==> src/rtl/fb_sdram_arbiter.sv <==
// fb_sdram_arbiter: schedules the single SDRAM command port among refresh,
// VGA read and camera write requesters, and generates ping-pong frame-buffer
// burst addresses so the display always reads a fully written frame.
module fb_sdram_arbiter #(
    parameter int FRAME_WORDS = 307200,
    parameter int BURST_LEN   = 256,
    parameter int OFS_W       = 19,
    parameter int MAX_RD_RUN  = 4
) (
    input  logic             CLK,
    input  logic             RSTn,
    input  logic             ref_req,
    input  logic             rd_req,
    input  logic             wr_req,
    input  logic             wr_frame_start,
    input  logic             rd_frame_start,
    input  logic             cmd_ready,
    input  logic             cmd_done,
    output logic             cmd_valid,
    output logic [1:0]       cmd_op,
    output logic [OFS_W:0]   cmd_addr,
    output logic [8:0]       cmd_len,
    output logic             wr_gnt,
    output logic             rd_gnt,
    output logic             ref_ack,
    output logic             rd_buf
);

    localparam int RUN_W = $clog2(MAX_RD_RUN + 1);
    localparam logic [OFS_W-1:0] FRAME_OFS = OFS_W'(FRAME_WORDS);
    localparam logic [OFS_W-1:0] BURST_OFS = OFS_W'(BURST_LEN);
    localparam logic [RUN_W-1:0] RUN_MAX   = RUN_W'(MAX_RD_RUN);
    localparam logic [1:0] OP_IDLE = 2'b00;
    localparam logic [1:0] OP_WR   = 2'b01;
    localparam logic [1:0] OP_RD   = 2'b10;
    localparam logic [1:0] OP_REF  = 2'b11;

    typedef enum logic [1:0] {
        ST_IDLE  = 2'd0,
        ST_ISSUE = 2'd1,
        ST_WAIT  = 2'd2
    } state_t;

    state_t             state_r, state_s;
    logic               wr_buf_r, wr_buf_s;
    logic               rd_buf_next_r, rd_buf_next_s;
    logic               rd_buf_r, rd_buf_s;
    logic [OFS_W-1:0]   wr_ofs_r, wr_ofs_s;
    logic [OFS_W-1:0]   rd_ofs_r, rd_ofs_s;
    logic [RUN_W-1:0]   rd_run_r, rd_run_s;
    logic               wr_pend_r, wr_pend_s;
    logic               rd_pend_r, rd_pend_s;
    logic               cmd_valid_r, cmd_valid_s;
    logic [1:0]         cmd_op_r, cmd_op_s;
    logic [OFS_W:0]     cmd_addr_r, cmd_addr_s;
    logic [8:0]         cmd_len_r, cmd_len_s;
    logic               wr_gnt_r, wr_gnt_s;
    logic               rd_gnt_r, rd_gnt_s;
    logic               ref_ack_r, ref_ack_s;
    logic               rd_ok_s, wr_ok_s;

    // Burst length: a full burst, or whatever remains of the frame.
    function automatic logic [8:0] calc_len(input logic [OFS_W-1:0] ofs);
        logic [OFS_W-1:0] rem;
        rem = FRAME_OFS - ofs;
        if (rem > BURST_OFS) begin
            calc_len = 9'(BURST_LEN);
        end else begin
            calc_len = rem[8:0];
        end
    endfunction

    assign cmd_valid = cmd_valid_r;
    assign cmd_op    = cmd_op_r;
    assign cmd_addr  = cmd_addr_r;
    assign cmd_len   = cmd_len_r;
    assign wr_gnt    = wr_gnt_r;
    assign rd_gnt    = rd_gnt_r;
    assign ref_ack   = ref_ack_r;
    assign rd_buf    = rd_buf_r;

    // Next-state and next-register logic: frame events, arbitration, handshake.
    always_comb begin
        state_s       = state_r;
        wr_buf_s      = wr_buf_r;
        rd_buf_next_s = rd_buf_next_r;
        rd_buf_s      = rd_buf_r;
        wr_ofs_s      = wr_ofs_r;
        rd_ofs_s      = rd_ofs_r;
        rd_run_s      = rd_run_r;
        wr_pend_s     = wr_pend_r | wr_frame_start;
        rd_pend_s     = rd_pend_r | rd_frame_start;
        cmd_valid_s   = cmd_valid_r;
        cmd_op_s      = cmd_op_r;
        cmd_addr_s    = cmd_addr_r;
        cmd_len_s     = cmd_len_r;
        wr_gnt_s      = wr_gnt_r;
        rd_gnt_s      = rd_gnt_r;
        ref_ack_s     = 1'b0;
        rd_ok_s       = 1'b0;
        wr_ok_s       = 1'b0;
        case (state_r)
            ST_IDLE: begin
                // Write-side frame event first so a simultaneous read event
                // picks up the buffer that just completed.
                if (wr_pend_s) begin
                    if (wr_ofs_r == FRAME_OFS) begin
                        rd_buf_next_s = wr_buf_r;
                        wr_buf_s      = ~wr_buf_r;
                    end else begin
                        rd_buf_next_s = rd_buf_next_r;
                        wr_buf_s      = wr_buf_r;
                    end
                    wr_ofs_s = {OFS_W{1'b0}};
                end else begin
                    wr_ofs_s = wr_ofs_r;
                end
                if (rd_pend_s) begin
                    rd_ofs_s = {OFS_W{1'b0}};
                    rd_buf_s = rd_buf_next_s;
                end else begin
                    rd_ofs_s = rd_ofs_r;
                end
                wr_pend_s = 1'b0;
                rd_pend_s = 1'b0;
                rd_ok_s = rd_req && (rd_ofs_s < FRAME_OFS);
                wr_ok_s = wr_req && (wr_ofs_s < FRAME_OFS);
                if (ref_req) begin
                    cmd_op_s    = OP_REF;
                    cmd_addr_s  = {(OFS_W+1){1'b0}};
                    cmd_len_s   = 9'd0;
                    cmd_valid_s = 1'b1;
                    state_s     = ST_ISSUE;
                end else if (wr_ok_s && (!rd_ok_s || (rd_run_r >= RUN_MAX))) begin
                    cmd_op_s    = OP_WR;
                    cmd_addr_s  = {wr_buf_s, wr_ofs_s};
                    cmd_len_s   = calc_len(wr_ofs_s);
                    wr_gnt_s    = 1'b1;
                    rd_run_s    = {RUN_W{1'b0}};
                    cmd_valid_s = 1'b1;
                    state_s     = ST_ISSUE;
                end else if (rd_ok_s) begin
                    cmd_op_s    = OP_RD;
                    cmd_addr_s  = {rd_buf_s, rd_ofs_s};
                    cmd_len_s   = calc_len(rd_ofs_s);
                    rd_gnt_s    = 1'b1;
                    cmd_valid_s = 1'b1;
                    state_s     = ST_ISSUE;
                    // Saturating keeps the >= comparison meaningful forever.
                    if (rd_run_r < RUN_MAX) begin
                        rd_run_s = rd_run_r + RUN_W'(1);
                    end else begin
                        rd_run_s = rd_run_r;
                    end
                end else begin
                    state_s = ST_IDLE;
                end
            end
            ST_ISSUE: begin
                if (cmd_ready) begin
                    cmd_valid_s = 1'b0;
                    state_s     = ST_WAIT;
                end else begin
                    cmd_valid_s = 1'b1;
                end
            end
            ST_WAIT: begin
                if (cmd_done) begin
                    case (cmd_op_r)
                        OP_WR:   wr_ofs_s  = wr_ofs_r + OFS_W'(cmd_len_r);
                        OP_RD:   rd_ofs_s  = rd_ofs_r + OFS_W'(cmd_len_r);
                        OP_REF:  ref_ack_s = 1'b1;
                        default: ref_ack_s = 1'b0;
                    endcase
                    wr_gnt_s = 1'b0;
                    rd_gnt_s = 1'b0;
                    cmd_op_s = OP_IDLE;
                    state_s  = ST_IDLE;
                end else begin
                    state_s = ST_WAIT;
                end
            end
            default: begin
                cmd_valid_s = 1'b0;
                wr_gnt_s    = 1'b0;
                rd_gnt_s    = 1'b0;
                cmd_op_s    = OP_IDLE;
                state_s     = ST_IDLE;
            end
        endcase
    end

    // FSM state register.
    always_ff @(posedge CLK or negedge RSTn) begin
        if (!RSTn) begin
            state_r <= ST_IDLE;
        end else begin
            state_r <= state_s;
        end
    end

    // Datapath, buffer bookkeeping and registered outputs.
    always_ff @(posedge CLK or negedge RSTn) begin
        if (!RSTn) begin
            wr_buf_r      <= 1'b0;
            rd_buf_next_r <= 1'b1;
            rd_buf_r      <= 1'b1;
            wr_ofs_r      <= {OFS_W{1'b0}};
            rd_ofs_r      <= {OFS_W{1'b0}};
            rd_run_r      <= {RUN_W{1'b0}};
            wr_pend_r     <= 1'b0;
            rd_pend_r     <= 1'b0;
            cmd_valid_r   <= 1'b0;
            cmd_op_r      <= OP_IDLE;
            cmd_addr_r    <= {(OFS_W+1){1'b0}};
            cmd_len_r     <= 9'd0;
            wr_gnt_r      <= 1'b0;
            rd_gnt_r      <= 1'b0;
            ref_ack_r     <= 1'b0;
        end else begin
            wr_buf_r      <= wr_buf_s;
            rd_buf_next_r <= rd_buf_next_s;
            rd_buf_r      <= rd_buf_s;
            wr_ofs_r      <= wr_ofs_s;
            rd_ofs_r      <= rd_ofs_s;
            rd_run_r      <= rd_run_s;
            wr_pend_r     <= wr_pend_s;
            rd_pend_r     <= rd_pend_s;
            cmd_valid_r   <= cmd_valid_s;
            cmd_op_r      <= cmd_op_s;
            cmd_addr_r    <= cmd_addr_s;
            cmd_len_r     <= cmd_len_s;
            wr_gnt_r      <= wr_gnt_s;
            rd_gnt_r      <= rd_gnt_s;
            ref_ack_r     <= ref_ack_s;
        end
    end

endmodule

==> config.mk <==
export PLATFORM = sky130hd
export DESIGN_NAME = fb_sdram_arbiter
export DESIGN_NICKNAME = d
export VERILOG_FILES = /design/src/rtl/fb_sdram_arbiter.sv
export SDC_FILE = /design/constraint.sdc
export NUM_CORES = 1
export LEC_CHECK = 0
export CAP_MARGIN = 0
export CORE_ASPECT_RATIO = 0.7
export CORE_MARGIN = 2
export CORE_UTILIZATION = 40
export DETAILED_ROUTE_END_ITERATION = 6
export GPL_TIMING_DRIVEN = 1
export SETUP_SLACK_MARGIN = 0.4
export SLEW_MARGIN = 20
export SYNTH_ARGS = -nofsm -noshare
export SYNTH_HDL_FRONTEND = slang
export SYNTH_SLANG_ARGS = --single-unit
==> constraint.sdc <==
create_clock -name CLK -period 3.7 [get_ports CLK]
set_clock_uncertainty 0.15 [all_clocks]
set_input_delay 0.37 -clock CLK [delete_from_list [all_inputs] [get_ports CLK]]
set_output_delay 0.37 -clock CLK [all_outputs]
set_load 0.01 [all_outputs]
==> metrics.md, run 1 <==
| Metric | Value |
|---|---|
| Routed Wire Length | `18.5 mm` |
| Worst Reg-to-Reg Cells | `9` |
| Flop and latch count out of synthesis | `83` |
| Number of primary I/O pins | `45` |
| Wire length of the first global-routing pass | `~30 mm` |
| Post-Route Hold Slack | `-0.0650 ns` |
| Worst Max-Slew Pin Slew | `0.800 ns` |
| Placeable core area | `14600 um^2` |
| R2R setup slack | `about 0.5 ns` |
| Post-synth EDFFs | `0` |
| Chip height | `106 um` |
| Clock root buffer master | `sky130_fd_sc_hd__clkbuf_16` |
| Arrival time at the worst endpoint | `3.29 ns` |
| GR Util met2 | `33.7%` |
| Routed vias | `roughly 5800` |
| CTS Hold Buffers Added | `0` |
| Max-Cap Viols | `0` |
| Worst path cell trace | `or4_4 -> or3_4 -> o41ai_4 -> a311oi_4 -> buf_4 -> o31ai_4 -> buf_8 -> o31ai_1 -> a21o_1` |
| Final standard cell utilization of the core | `48.9%` |
| Final Critical Period | `approximately 3.2 ns` |
| Die Span X | `150 um` |
| Syn Nets | `approximately 750` |
| Post-route DRC violation count | `0` |
| Compound-cell area share of the yosys netlist | `26.6%` |
| Final net count | `797` |
| Reg-to-reg endpoint | `cmd_valid` |
| Worst-path clk slew | `0.06 ns` |
| Sequential element share of the synthesized area | `35.0%` |
| Global route hottest layer | `met1` |
| Buffers from clock root to sink, at most | `2` |
| Violations in the final reports | `hold timing` |
| Gpl congestion | `0.907` |
| Clock tree from TritonCTS | `done` |
| Post-route standard cell area excluding fillers | `7160 um^2` |
| Initial antenna violation count | `0` |
| Library cell contributing the largest single delay on the critical path | `sky130_fd_sc_hd__or4_4` |
| Number of hold violations in the final report | `81` |
| Inst Count DP | `943` |
| H-tree levels | `3` |
| Area of the die | `15900 um^2` |
| Total clock sinks | `83` |
| Post-layout total power | `3.23 mW` |
| Placed cell areas | `6720 um^2` |
| Mapped Cells | `between 700 and 800` |
| F_max | `0.312 GHz` |
| Path type of the worst setup path | `register to register` |
| Fraction of final layout cells with drive strength greater than 1 | `14.0%` |
| Leftover overflow at the end of global routing | `0` |
| Input/output buffers | `44` |
| Count of pins over their slew limit | `0` |
| Largest net degree at the start of global routing | `84` |
| Mapped cell area | `5950 um^2` |
| Type of origin of the critical path | `register` |
| Share of cell area taken by muxes after synthesis | `2.06%` |
| Peak VDD IR | `0.197 mV` |
| Yosys synthesis warning count | `0` |
| Critical path peak fanout | `30` |
| Worst min-delay path class | `input port to async pin` |
| Clk Latency, worst-skew pair | `~0.34 ns` |
| TritonCTS Buffers | `9` |
| Post-synthesis adder-cell area fraction | `5.09%` |
| Detailed-route vias per instance | `around 6.0` |
| Endpoint kind of the worst setup timing path | `register` |
| Slew margin rel. | `46.7%` |
| Leakage power | `3.06 nW` |
| Beginning of the worst register-to-register path | `wr_ofs_r[11]` |
| Number of global-route vias before repair | `5470` |
| Cell variety after synth | `86` |
| Delay of the slowest cell on the worst path | `about 0.57 ns` |
| # diodes | `0` |
| Overall Global Routing Usage | `24.0%` |
| Count of placed standard cells in the final layout, fillers left out | `roughly 970` |
| Flip-flop cell with the highest count after synthesis | `sky130_fd_sc_hd__dfrtp_1` |
| Number of detailed-route iterations in the first pass | `7` |
| Layout area overhead | `20.3%` |
| Number of cell rows | `37` |
| Avg Inst Size Synth | `8.33 um^2` |
| Unrepaired setup endpoints after global routing | `true` |
| Met3 Usage GRT | `4.16%` |
| CP delay by family, top | `compound AO/OA/AOI/OAI gates` |
| Final HPWL DP | `13.5 mm` |
| Met1 layer usage reported by global route | `38.1%` |
| Xor/xnor cell area share of the yosys netlist | `3.39%` |
| Effective utilization at floorplan | `40.6%` |
| Simple-gate area share of the yosys netlist | `22.7%` |
| Final setup viols | `0` |
| Async S/R FF share, synth | `100%` |
| Total power per unit cell area | `around 450 nW/um^2` |
| Wire length per cell after detailed routing | `19.2 um` |
| Outcome | `finished with violations` |
| Critical path data required time | `around 3.8 ns` |
| Initial DRC Count | `572` |
| Crit path buffers/inverters | `2` |
| Antenna viol nets, final | `0` |
| Post-route fraction of the period consumed by the critical path | `86.6%` |
| Largest family of logic cells by synthesized area | `compound AO/OA/AOI/OAI gates` |
worst register-to-register path, cell delays in order, from the launching register on:
cell and delay [ns]:
sky130_fd_sc_hd__dfrtp_1 0.38, sky130_fd_sc_hd__or4_4 0.57, sky130_fd_sc_hd__or3_4 0.42, sky130_fd_sc_hd__o41ai_4 0.39
sky130_fd_sc_hd__a311oi_4 0.12, sky130_fd_sc_hd__buf_4 0.19, sky130_fd_sc_hd__o31ai_4 0.32, sky130_fd_sc_hd__buf_8 0.27
sky130_fd_sc_hd__o31ai_1 0.13, sky130_fd_sc_hd__a21o_1 0.17
state kept, by name, summed over array words and instances, names as in the netlist, 2 cells and up:
register  flops
state_r       2
rd_ofs_r     19
cmd_len       9
wr_ofs_r     19
rd_run_r      3
cmd_addr     20
cmd_op        2
worst max path at each step:
stage	slack, ns	cells past startpoint	to	start
2_1_floorplan	0.43	13	cmd_len[2]	rd_frame_start
3_3_place_gp	0.05	12	cmd_len[8]	wr_frame_start
3_5_place_dp	-0.03	12	cmd_len[3]	rd_frame_start
4_1_cts	0.41	8	cmd_len[2]	wr_ofs_r[4]
5_1_grt	0.36	8	cmd_len[2]	wr_ofs_r[4]
6_report	0.50	9	cmd_valid	wr_ofs_r[11]
per-stage QoR:
| stage | setup TNS, ns | setup slack [ns] |
|---|---|---|
| floorplan | 0 | 0.430 |
| global placement | 0 | 0.0499 |
| detailed placement | -0.0805 | -0.0263 |
| CTS | 0 | 0.410 |
| global route | 0 | 0.357 |
| finish | 0 | 0.496 |
cells in the mapped netlist (14+ instances only):
| cell type | number | share of area (%) |
|---|---|---|
| sky130_fd_sc_hd__nand2_1 | 107 | 6.8 |
| sky130_fd_sc_hd__dfrtp_1 | 81 | 34 |
| sky130_fd_sc_hd__o21ai_0 | 71 | 6.0 |
| sky130_fd_sc_hd__nor2_1 | 45 | 2.8 |
| sky130_fd_sc_hd__a21oi_1 | 36 | 3.0 |
| sky130_fd_sc_hd__clkbuf_1 | 29 | 1.8 |
| sky130_fd_sc_hd__nand3_1 | 27 | 2.3 |
| sky130_fd_sc_hd__ha_1 | 21 | 4.4 |
| sky130_fd_sc_hd__inv_1 | 21 | 1.3 |
| sky130_fd_sc_hd__a31oi_1 | 20 | 2.1 |
| sky130_fd_sc_hd__nor3_1 | 20 | 1.7 |
| sky130_fd_sc_hd__a22o_1 | 15 | 2.2 |
| sky130_fd_sc_hd__xor2_1 | 14 | 2.1 |
report_power, final:
part / internal (mW) / switching (mW)
Combinational: 0.436 / 0.773
Sequential: 1.01 / 0.130
Clock: 0.490 / 0.389
metal layers:
metal | vias to the layer above | share of wire [%]
met2 | 249 | 42
li1 | 2724 | -
met3 | 24 | 7.9
met5 | - | 0
met4 | 0 | 1.3
met1 | 2840 | 49
timing repair:
action	CTS	global route
buffers inserted	0	6
gates cloned	0	0
endpoints found under the setup margin	8	31
gates resized for setup	5	14
pin swaps	2	5
kinds of logic (layout without fill, tap and decap cells):
group                      Yosys count  in the layout
and+or+nand+nor                    274            274
DFF                                 83             83
buffers and inverters               69            125
xor gates and xnor gates            23             23
muxes                               12             12
AOI/OAI and AO/OA                  230            230
adders and majority gates           23             23
area by class of cell:
type	instances	area, um^2
inverter	21	78.8
timing repair buffer	88	807
sequential	83	2080
clock inverter	4	25.0
fill	1420	7470
clock buffer	12	256
tap	195	244
multi-input combinational	562	3660
layout by cell type (no fill, tap or decap), types with 9 or more instances in the layout:
| master | Yosys | final |
|---|---|---|
| sky130_fd_sc_hd__a22o_1 | 15 | 15 |
| sky130_fd_sc_hd__clkbuf_16 | 0 | 9 |
| sky130_fd_sc_hd__mux2i_1 | 10 | 10 |
| sky130_fd_sc_hd__clkdlybuf4s50_1 | 0 | 42 |
| sky130_fd_sc_hd__a31oi_1 | 20 | 20 |
| sky130_fd_sc_hd__nand2_1 | 107 | 106 |
| sky130_fd_sc_hd__xnor2_1 | 9 | 9 |
| sky130_fd_sc_hd__o31ai_1 | 9 | 9 |
| sky130_fd_sc_hd__a21oi_1 | 36 | 36 |
| sky130_fd_sc_hd__buf_4 | 1 | 41 |
| sky130_fd_sc_hd__nand3_1 | 27 | 27 |
| sky130_fd_sc_hd__xor2_1 | 14 | 14 |
| sky130_fd_sc_hd__nor2_1 | 45 | 43 |
| sky130_fd_sc_hd__nor3_1 | 20 | 18 |
| sky130_fd_sc_hd__inv_1 | 21 | 21 |
| sky130_fd_sc_hd__o21ai_0 | 71 | 71 |
| sky130_fd_sc_hd__dfrtp_1 | 81 | 81 |
| sky130_fd_sc_hd__ha_1 | 21 | 20 |
| sky130_fd_sc_hd__nand4_1 | 10 | 10 |
| sky130_fd_sc_hd__and3_1 | 9 | 9 |
No activity file was read; power rests on OpenSTA's default activity.
==> run 2: changes to the inputs <==
SETUP_SLACK_MARGIN = not set   (was 0.4)
==> metrics.md, run 2 (synthesis gave the netlist of run 1 again) <==
| Metric | Value |
|---|---|
| Clock tree from TritonCTS | `done` |
| Effective utilization at floorplan | `40.6% (unchanged)` |
| Outcome | `finished, final reports clean` |
| Commonest non-fill, non-tap cells in the layout | `sky130_fd_sc_hd__nand2_1 (107), sky130_fd_sc_hd__dfrtp_1 (81), sky130_fd_sc_hd__o21ai_0 (71)` |
| Post-layout total power | `3.32 mW (+3.0%)` |
| Layout area overhead | `19.4%` |
| Placed cell areas | `6760 um^2 (+0.60%)` |
| Inst Count DP | `951 (+0.85%)` |
| Wire length per cell after detailed routing | `19.3 um (+0.63%)` |
| Reg-to-reg endpoint | `cmd_len[5]` |
| Postcts setup bufs | `0 (unchanged)` |
| Critical path peak fanout | `4 (-87%)` |
| Die Span X | `150 um (unchanged)` |
| Count of pins over their slew limit | `0 (unchanged)` |
| Initial antenna violation count | `0 (unchanged)` |
| Number of cell rows | `37 (unchanged)` |
| Slew margin rel. | `38.7% (-7.9 points)` |
| Type of origin of the critical path | `input port` |
| Overall Global Routing Usage | `24.3% (+0.23 points)` |
| Number of global-route vias before repair | `5451 (-0.35%)` |
| Post-route standard cell area excluding fillers | `7100 um^2 (-0.75%)` |
| Total clock sinks | `83 (unchanged)` |
| Number of filler cells placed in the layout | `1453 (+2.3%)` |
| Leftover overflow at the end of global routing | `0 (unchanged)` |
| H-tree levels | `3 (unchanged)` |
| Number of detailed-route iterations in the first pass | `6 (-1)` |
| Number of primary I/O pins | `45 (unchanged)` |
| Final HPWL DP | `13.9 mm (+2.8%)` |
| Max-Cap Viols | `0 (unchanged)` |
| Unrepaired setup endpoints after global routing | `false` |
| F_max | `0.288 GHz (-7.9%)` |
| Fraction of final layout cells with drive strength greater than 1 | `12.8% (-1.2 points)` |
| Arrival time at the worst endpoint | `3.60 ns (+0.31 ns)` |
| Clk Latency, worst-skew pair | `0.35 ns (about the same)` |
| Total power per unit cell area | `468 nW/um^2 (+3.7%)` |
| Count of placed standard cells in the final layout, fillers left out | `968 (+0.31%)` |
| Largest net degree at the start of global routing | `84 (unchanged)` |
| Worst min-delay path class | `register to register` |
| Placeable core area | `14600 um^2 (unchanged)` |
| CP endpoint | `cmd_len[3]` |
| Post-route fraction of the period consumed by the critical path | `94.0% (+7.4 points)` |
| Wire length of the first global-routing pass | `29.9 mm (-0.25%)` |
| Commonest non-fill, non-tap cell in the layout | `sky130_fd_sc_hd__nand2_1` |
| Cts repair resizes | `0 (-5)` |
| Final net count | `800 (+0.38%)` |
| Launching instance or port of the critical path | `wr_frame_start` |
| Beginning of the worst register-to-register path | `rd_ofs_r[6]` |
| Antenna viol nets, final | `0 (unchanged)` |
| Area of the die | `15900 um^2 (unchanged)` |
| Path type of the worst setup path | `input port to register` |
| Routed vias | `5761 (-1.3%)` |
| Worst Max-Slew Pin Slew | `0.910 ns (+0.111 ns)` |
| Leakage power | `3.05 nW (-0.45%)` |
| Sequential cell area | `2080 um^2 (unchanged)` |
| Routed Wire Length | `18.7 mm (+0.94%)` |
| Input/output buffers | `44 (unchanged)` |
| Final standard cell utilization of the core | `48.5% (-0.37 points)` |
| R2R setup slack | `0.29 ns (-0.21 ns)` |
| Critical path data required time | `3.82 ns (+0.03 ns)` |
| Flip-flop count of the largest register after layout | `20 (unchanged)` |
| Endpoint kind of the worst setup timing path | `register` |
| Gpl congestion | `0.891 (-1.7%)` |
| Final Critical Period | `3.48 ns (+0.274 ns)` |
| # diodes | `0 (unchanged)` |
| Total negative slack | `0 ns (unchanged)` |
| Worst-path clk slew | `0.06 ns (about the same)` |
| Post-route DRC violation count | `0 (unchanged)` |
| Initial DRC Count | `603 (+5.4%)` |
| Detailed-route vias per instance | `5.95 (-1.6%)` |
| Worst Reg-to-Reg Cells | `9 (unchanged)` |
| Number of hold violations in the final report | `0 (-100%)` |
| CTS Hold Buffers Added | `0 (unchanged)` |
| Peak VDD IR | `0.245 mV (+24%)` |
| TritonCTS Buffers | `9 (unchanged)` |
| Buffers from clock root to sink, at most | `2 (unchanged)` |
| Clock root buffer master | `sky130_fd_sc_hd__clkbuf_16` |
| Area of the multi-input gates | `3560 um^2 (-2.8%)` |
| Final setup viols | `0 (unchanged)` |
| Chip height | `106 um (unchanged)` |
==> run 2: routing by layer <==
metal	part of all wire [%]	GRT usage (%)	up-vias
li1	-	-	2735
met1	49	37.1	2757
met2	42	34.9	243
met3	7.5	4.68	26
met4	1.7	6.27	0
met5	0	0	-
==> run 2: cell type report <==
cell class	count	area share (%)
timing repair buffer	91	11.4
sequential	83	29.3
multi-input combinational	562	50.2
clock inverter	6	1.25
inverter	21	1.11
clock buffer	10	3.37
tap	195	3.44
==> run 2: critical path, cell delays in order <==
cell,delay [ns]
sky130_fd_sc_hd__clkdlybuf4s50_1,0.50
sky130_fd_sc_hd__nor2_2,0.09
sky130_fd_sc_hd__nand2_1,0.10
sky130_fd_sc_hd__ha_1,0.17
sky130_fd_sc_hd__nor4b_1,0.42
sky130_fd_sc_hd__buf_4,0.20
sky130_fd_sc_hd__a21boi_0,0.40
sky130_fd_sc_hd__a32o_1,0.23
sky130_fd_sc_hd__o21ai_0,0.10
sky130_fd_sc_hd__nor4_2,0.33
sky130_fd_sc_hd__nand4_1,0.27
sky130_fd_sc_hd__a211o_1,0.35
sky130_fd_sc_hd__o211ai_2,0.07
==> run 2: how the worst min path moves through the flow <==
stage	start	end	slack (ns)	cells past startpoint
final	wr_gnt	wr_gnt	0.34	1
after global routing	wr_gnt	wr_gnt	0.36	1
after CTS	RSTn	wr_ofs_r[14]	0.12	1
after detailed placement	wr_gnt	wr_gnt	0.33	1
after global placement	wr_gnt	wr_gnt	0.31	1
after floorplan	RSTn	cmd_addr[0]	-0.08	0
==> run 2: report_power, final <==
part           total, mW  internal, mW  leakage [nW]  switching (mW)
Clock               1.00         0.610         0.155           0.392
Sequential          1.13          1.01          1.13           0.125
Combinational       1.19         0.418          1.77           0.768
==> run 2: stage by stage <==
step                      setup WS [ns]  hold slack [ns]
after floorplan                  0.0438          -0.0756
after global placement            0.110            0.315
after detailed placement        -0.0178            0.329
after CTS                         0.331            0.118
after global routing              0.107            0.362
final                             0.222            0.335
==> run 3: changes to the inputs <==
--- a/config.mk
+++ b/config.mk
@@ -9,3 +9,2 @@
 export CORE_ASPECT_RATIO = 0.7
-export CORE_MARGIN = 2
 export CORE_UTILIZATION = 40
--- a/constraint.sdc
+++ b/constraint.sdc
@@ -4,2 +4,2 @@
 set_output_delay 0.37 -clock CLK [all_outputs]
-set_load 0.01 [all_outputs]
+set_load 0.05 [all_outputs]
==> metrics.md, run 3 (synthesis gave the netlist of run 1 again) <==
| Metric | Value |
|---|---|
| Number of cell rows | `36 (-2.7%)` |
| Peak VDD IR | `0.257 mV (+4.8%)` |
| Number of detailed-route iterations in the first pass | `6 (unchanged)` |
| Proportion of power drawn by combinational gates | `36.8% (+1.1 points)` |
| Post-route fraction of the period consumed by the critical path | `91.8% (-2.2 points)` |
| Buffers from clock root to sink, at most | `2 (unchanged)` |
| Leakage power | `3.02 nW (-0.81%)` |
| Arrival time at the worst endpoint | `3.51 ns (-0.09 ns)` |
| F_max | `0.294 GHz (+2.4%)` |
| Fraction of final layout cells with drive strength greater than 1 | `11.8% (-1.0 points)` |
| Initial DRC Count | `493 (-18%)` |
| Worst Max-Slew Pin Slew | `0.793 ns (-0.117 ns)` |
| H-tree levels | `3 (unchanged)` |
| Routed vias | `5729 (-0.56%)` |
| Die Span X | `148 um (-1.3%)` |
| Routed Wire Length | `18.1 mm (-3.4%)` |
| Commonest non-fill, non-tap cells in the layout | `sky130_fd_sc_hd__nand2_1 (107), sky130_fd_sc_hd__dfrtp_1 (81), sky130_fd_sc_hd__o21ai_0 (71)` |
| Outcome | `finished, final reports clean` |
| Leftover overflow at the end of global routing | `0 (unchanged)` |
| Largest net degree at the start of global routing | `84 (unchanged)` |
| Initial antenna violation count | `0 (unchanged)` |
| Commonest non-fill, non-tap cell in the layout | `sky130_fd_sc_hd__nand2_1` |
| Fraction of power spent switching nets | `40.1% (+1.5 points)` |
| Top sig layer | `met4` |
| Met1 routed wirelength after detailed routing | `9.18 mm (-0.18%)` |
| Final net count | `791 (-1.1%)` |
| Net switching power | `1.41 mW (+10%)` |
| Antenna viol nets, final | `0 (unchanged)` |
| Total length of routed met2 wires | `7.60 mm (-2.4%)` |
| Placeable core area | `14200 um^2 (-3.0%)` |
| Post-route DRC violation count | `0 (unchanged)` |
| Max-Cap Viols | `0 (unchanged)` |
| Slew margin rel. | `47.1% (+8.4 points)` |
| Effective utilization at floorplan | `41.9% (+1.3 points)` |
| Worst-path clk slew | `0.07 ns (about the same)` |
| Overall Global Routing Usage | `24.3% (+0.063 points)` |
| Launching instance or port of the critical path | `rd_frame_start` |
| Final Critical Period | `3.40 ns (-0.0799 ns)` |
| Met3 wire length | `1.10 mm (-21%)` |
| Post-layout total power | `3.52 mW (+6.0%)` |
| Count of placed standard cells in the final layout, fillers left out | `954 (-1.4%)` |
| Path type of the worst setup path | `input port to register` |
| Total power per unit cell area | `498 nW/um^2 (+6.5%)` |
| Layout area overhead | `18.9%` |
| Wire length of the first global-routing pass | `29.3 mm (-2.1%)` |
| Chip height | `104 um (-1.9%)` |
| Post-Route Hold Slack | `0.334 ns (-0.00106 ns)` |
| Final standard cell utilization of the core | `49.8% (+1.3 points)` |
| Final HPWL DP | `13.6 mm (-2.0%)` |
| Clock network fraction of design power | `30.8% (+0.6 points)` |
| Gpl congestion | `0.913 (+2.4%)` |
| Count of pins over their slew limit | `0 (unchanged)` |
| Area of the die | `15400 um^2 (-3.2%)` |
| Number of hold violations in the final report | `0 (unchanged)` |
| Minimum setup slack after placement | `-0.00199 ns (+0.0158 ns)` |
| Worst Slack Setup Final | `0.302 ns (+0.0799 ns)` |
| Unrepaired setup endpoints after global routing | `false` |
| Part of the power in registers | `32.4% (-1.7 points)` |
| Beginning of the worst register-to-register path | `rd_ofs_r[6]` |
| Number of primary I/O pins | `45 (unchanged)` |
| Flip-flop count of the largest register after layout | `20 (unchanged)` |
| Type of origin of the critical path | `input port` |
| Input/output buffers | `44 (unchanged)` |
| Critical path data required time | `3.82 ns (about the same)` |
| Worst min-delay path class | `register to register` |
| # diodes | `0 (unchanged)` |
| Number of global-route vias before repair | `5238 (-3.9%)` |
| TritonCTS Buffers | `9 (unchanged)` |
| Endpoint kind of the worst setup timing path | `register` |
| Worst min-delay path startpoint | `cmd_addr[12]` |
| Critical path peak fanout | `5 (+1)` |
| Inst Count DP | `937 (-1.5%)` |
| Clk Latency, worst-skew pair | `0.34 ns (about the same)` |
| Detailed-route vias per instance | `6.01 (+0.90%)` |
| Clock tree from TritonCTS | `done` |
| Wire length per cell after detailed routing | `18.9 um (-1.9%)` |
| Final setup viols | `0 (unchanged)` |
| Clock root buffer master | `sky130_fd_sc_hd__clkbuf_16` |
| Total clock sinks | `83 (unchanged)` |
| Internal power | `2.11 mW (+3.5%)` |
[run 3: critical path: stages]
cell and delay, ns:
sky130_fd_sc_hd__clkdlybuf4s50_1 0.53, sky130_fd_sc_hd__nor2_2 0.10, sky130_fd_sc_hd__nand2_1 0.10, sky130_fd_sc_hd__ha_1 0.22, sky130_fd_sc_hd__or3b_2 0.48, sky130_fd_sc_hd__nor3_1 0.31
sky130_fd_sc_hd__xor2_1 0.22, sky130_fd_sc_hd__o2111ai_1 0.12, sky130_fd_sc_hd__a221oi_1 0.42, sky130_fd_sc_hd__nand4_4 0.18, sky130_fd_sc_hd__or2_4 0.32, sky130_fd_sc_hd__o211ai_2 0.17
[run 3: timing repair]
item	in CTS	in global routing
hold buffers	0	1
setup buffers	0	0
resized for setup	0	1
setup endpoints to repair	0	2
endpoints found under the hold margin	0	8
[run 3: per-stage QoR]
stage,TNS [ns],instance area [um^2]
2_1_floorplan,0,5950
3_3_place_gp,0,6700
3_5_place_dp,-0.00199,6700
4_1_cts,0,7050
5_1_grt,0,7070
6_report,0,7070
[run 3: worst paths after layout]
| path | to | slack (ns) | cells past startpoint |
|---|---|---|---|
| max in group asynchronous | rd_ofs_r[7] | 2.34 | 2 |
| setup reg to reg | cmd_len[5] | 0.40 | 8 |
| min in group asynchronous | wr_pend_r | 0.49 | 2 |
| hold / removal | cmd_addr[12] | 0.33 | 2 |
| setup / recovery | cmd_len[5] | 0.30 | 12 |
| hold reg to reg | cmd_addr[12] | 0.33 | 2 |
[run 3: layer usage]
metal | vias to the layer above | track usage, %
met4 | 0 | 4.71
met3 | 14 | 4.30
li1 | 2718 | -
met1 | 2794 | 37.7
met2 | 203 | 34.9
met5 | - | 0
[run 3: power by group through the flow]
stage / registers [mW] / clock network, mW / logic, mW
3_3_place_gp: 1.15 / 0 / 1.27
3_5_place_dp: 1.16 / 0 / 1.28
4_1_cts: 1.14 / 1.10 / 1.28
5_1_grt: 1.16 / 1.14 / 1.42
2_1_floorplan: 1.24 / 0 / 0.758
6_report: 1.14 / 1.09 / 1.30
[run 3: cell type report]
| class | instances | area (um^2) |
|---|---|---|
| fill | 1360 | 7120 |
| multi-input combinational | 562 | 3570 |
| sequential | 83 | 2080 |
| timing repair buffer | 82 | 754 |
| clock buffer | 11 | 243 |
| tap | 190 | 238 |
| clock inverter | 5 | 110 |
| inverter | 21 | 78.8 |
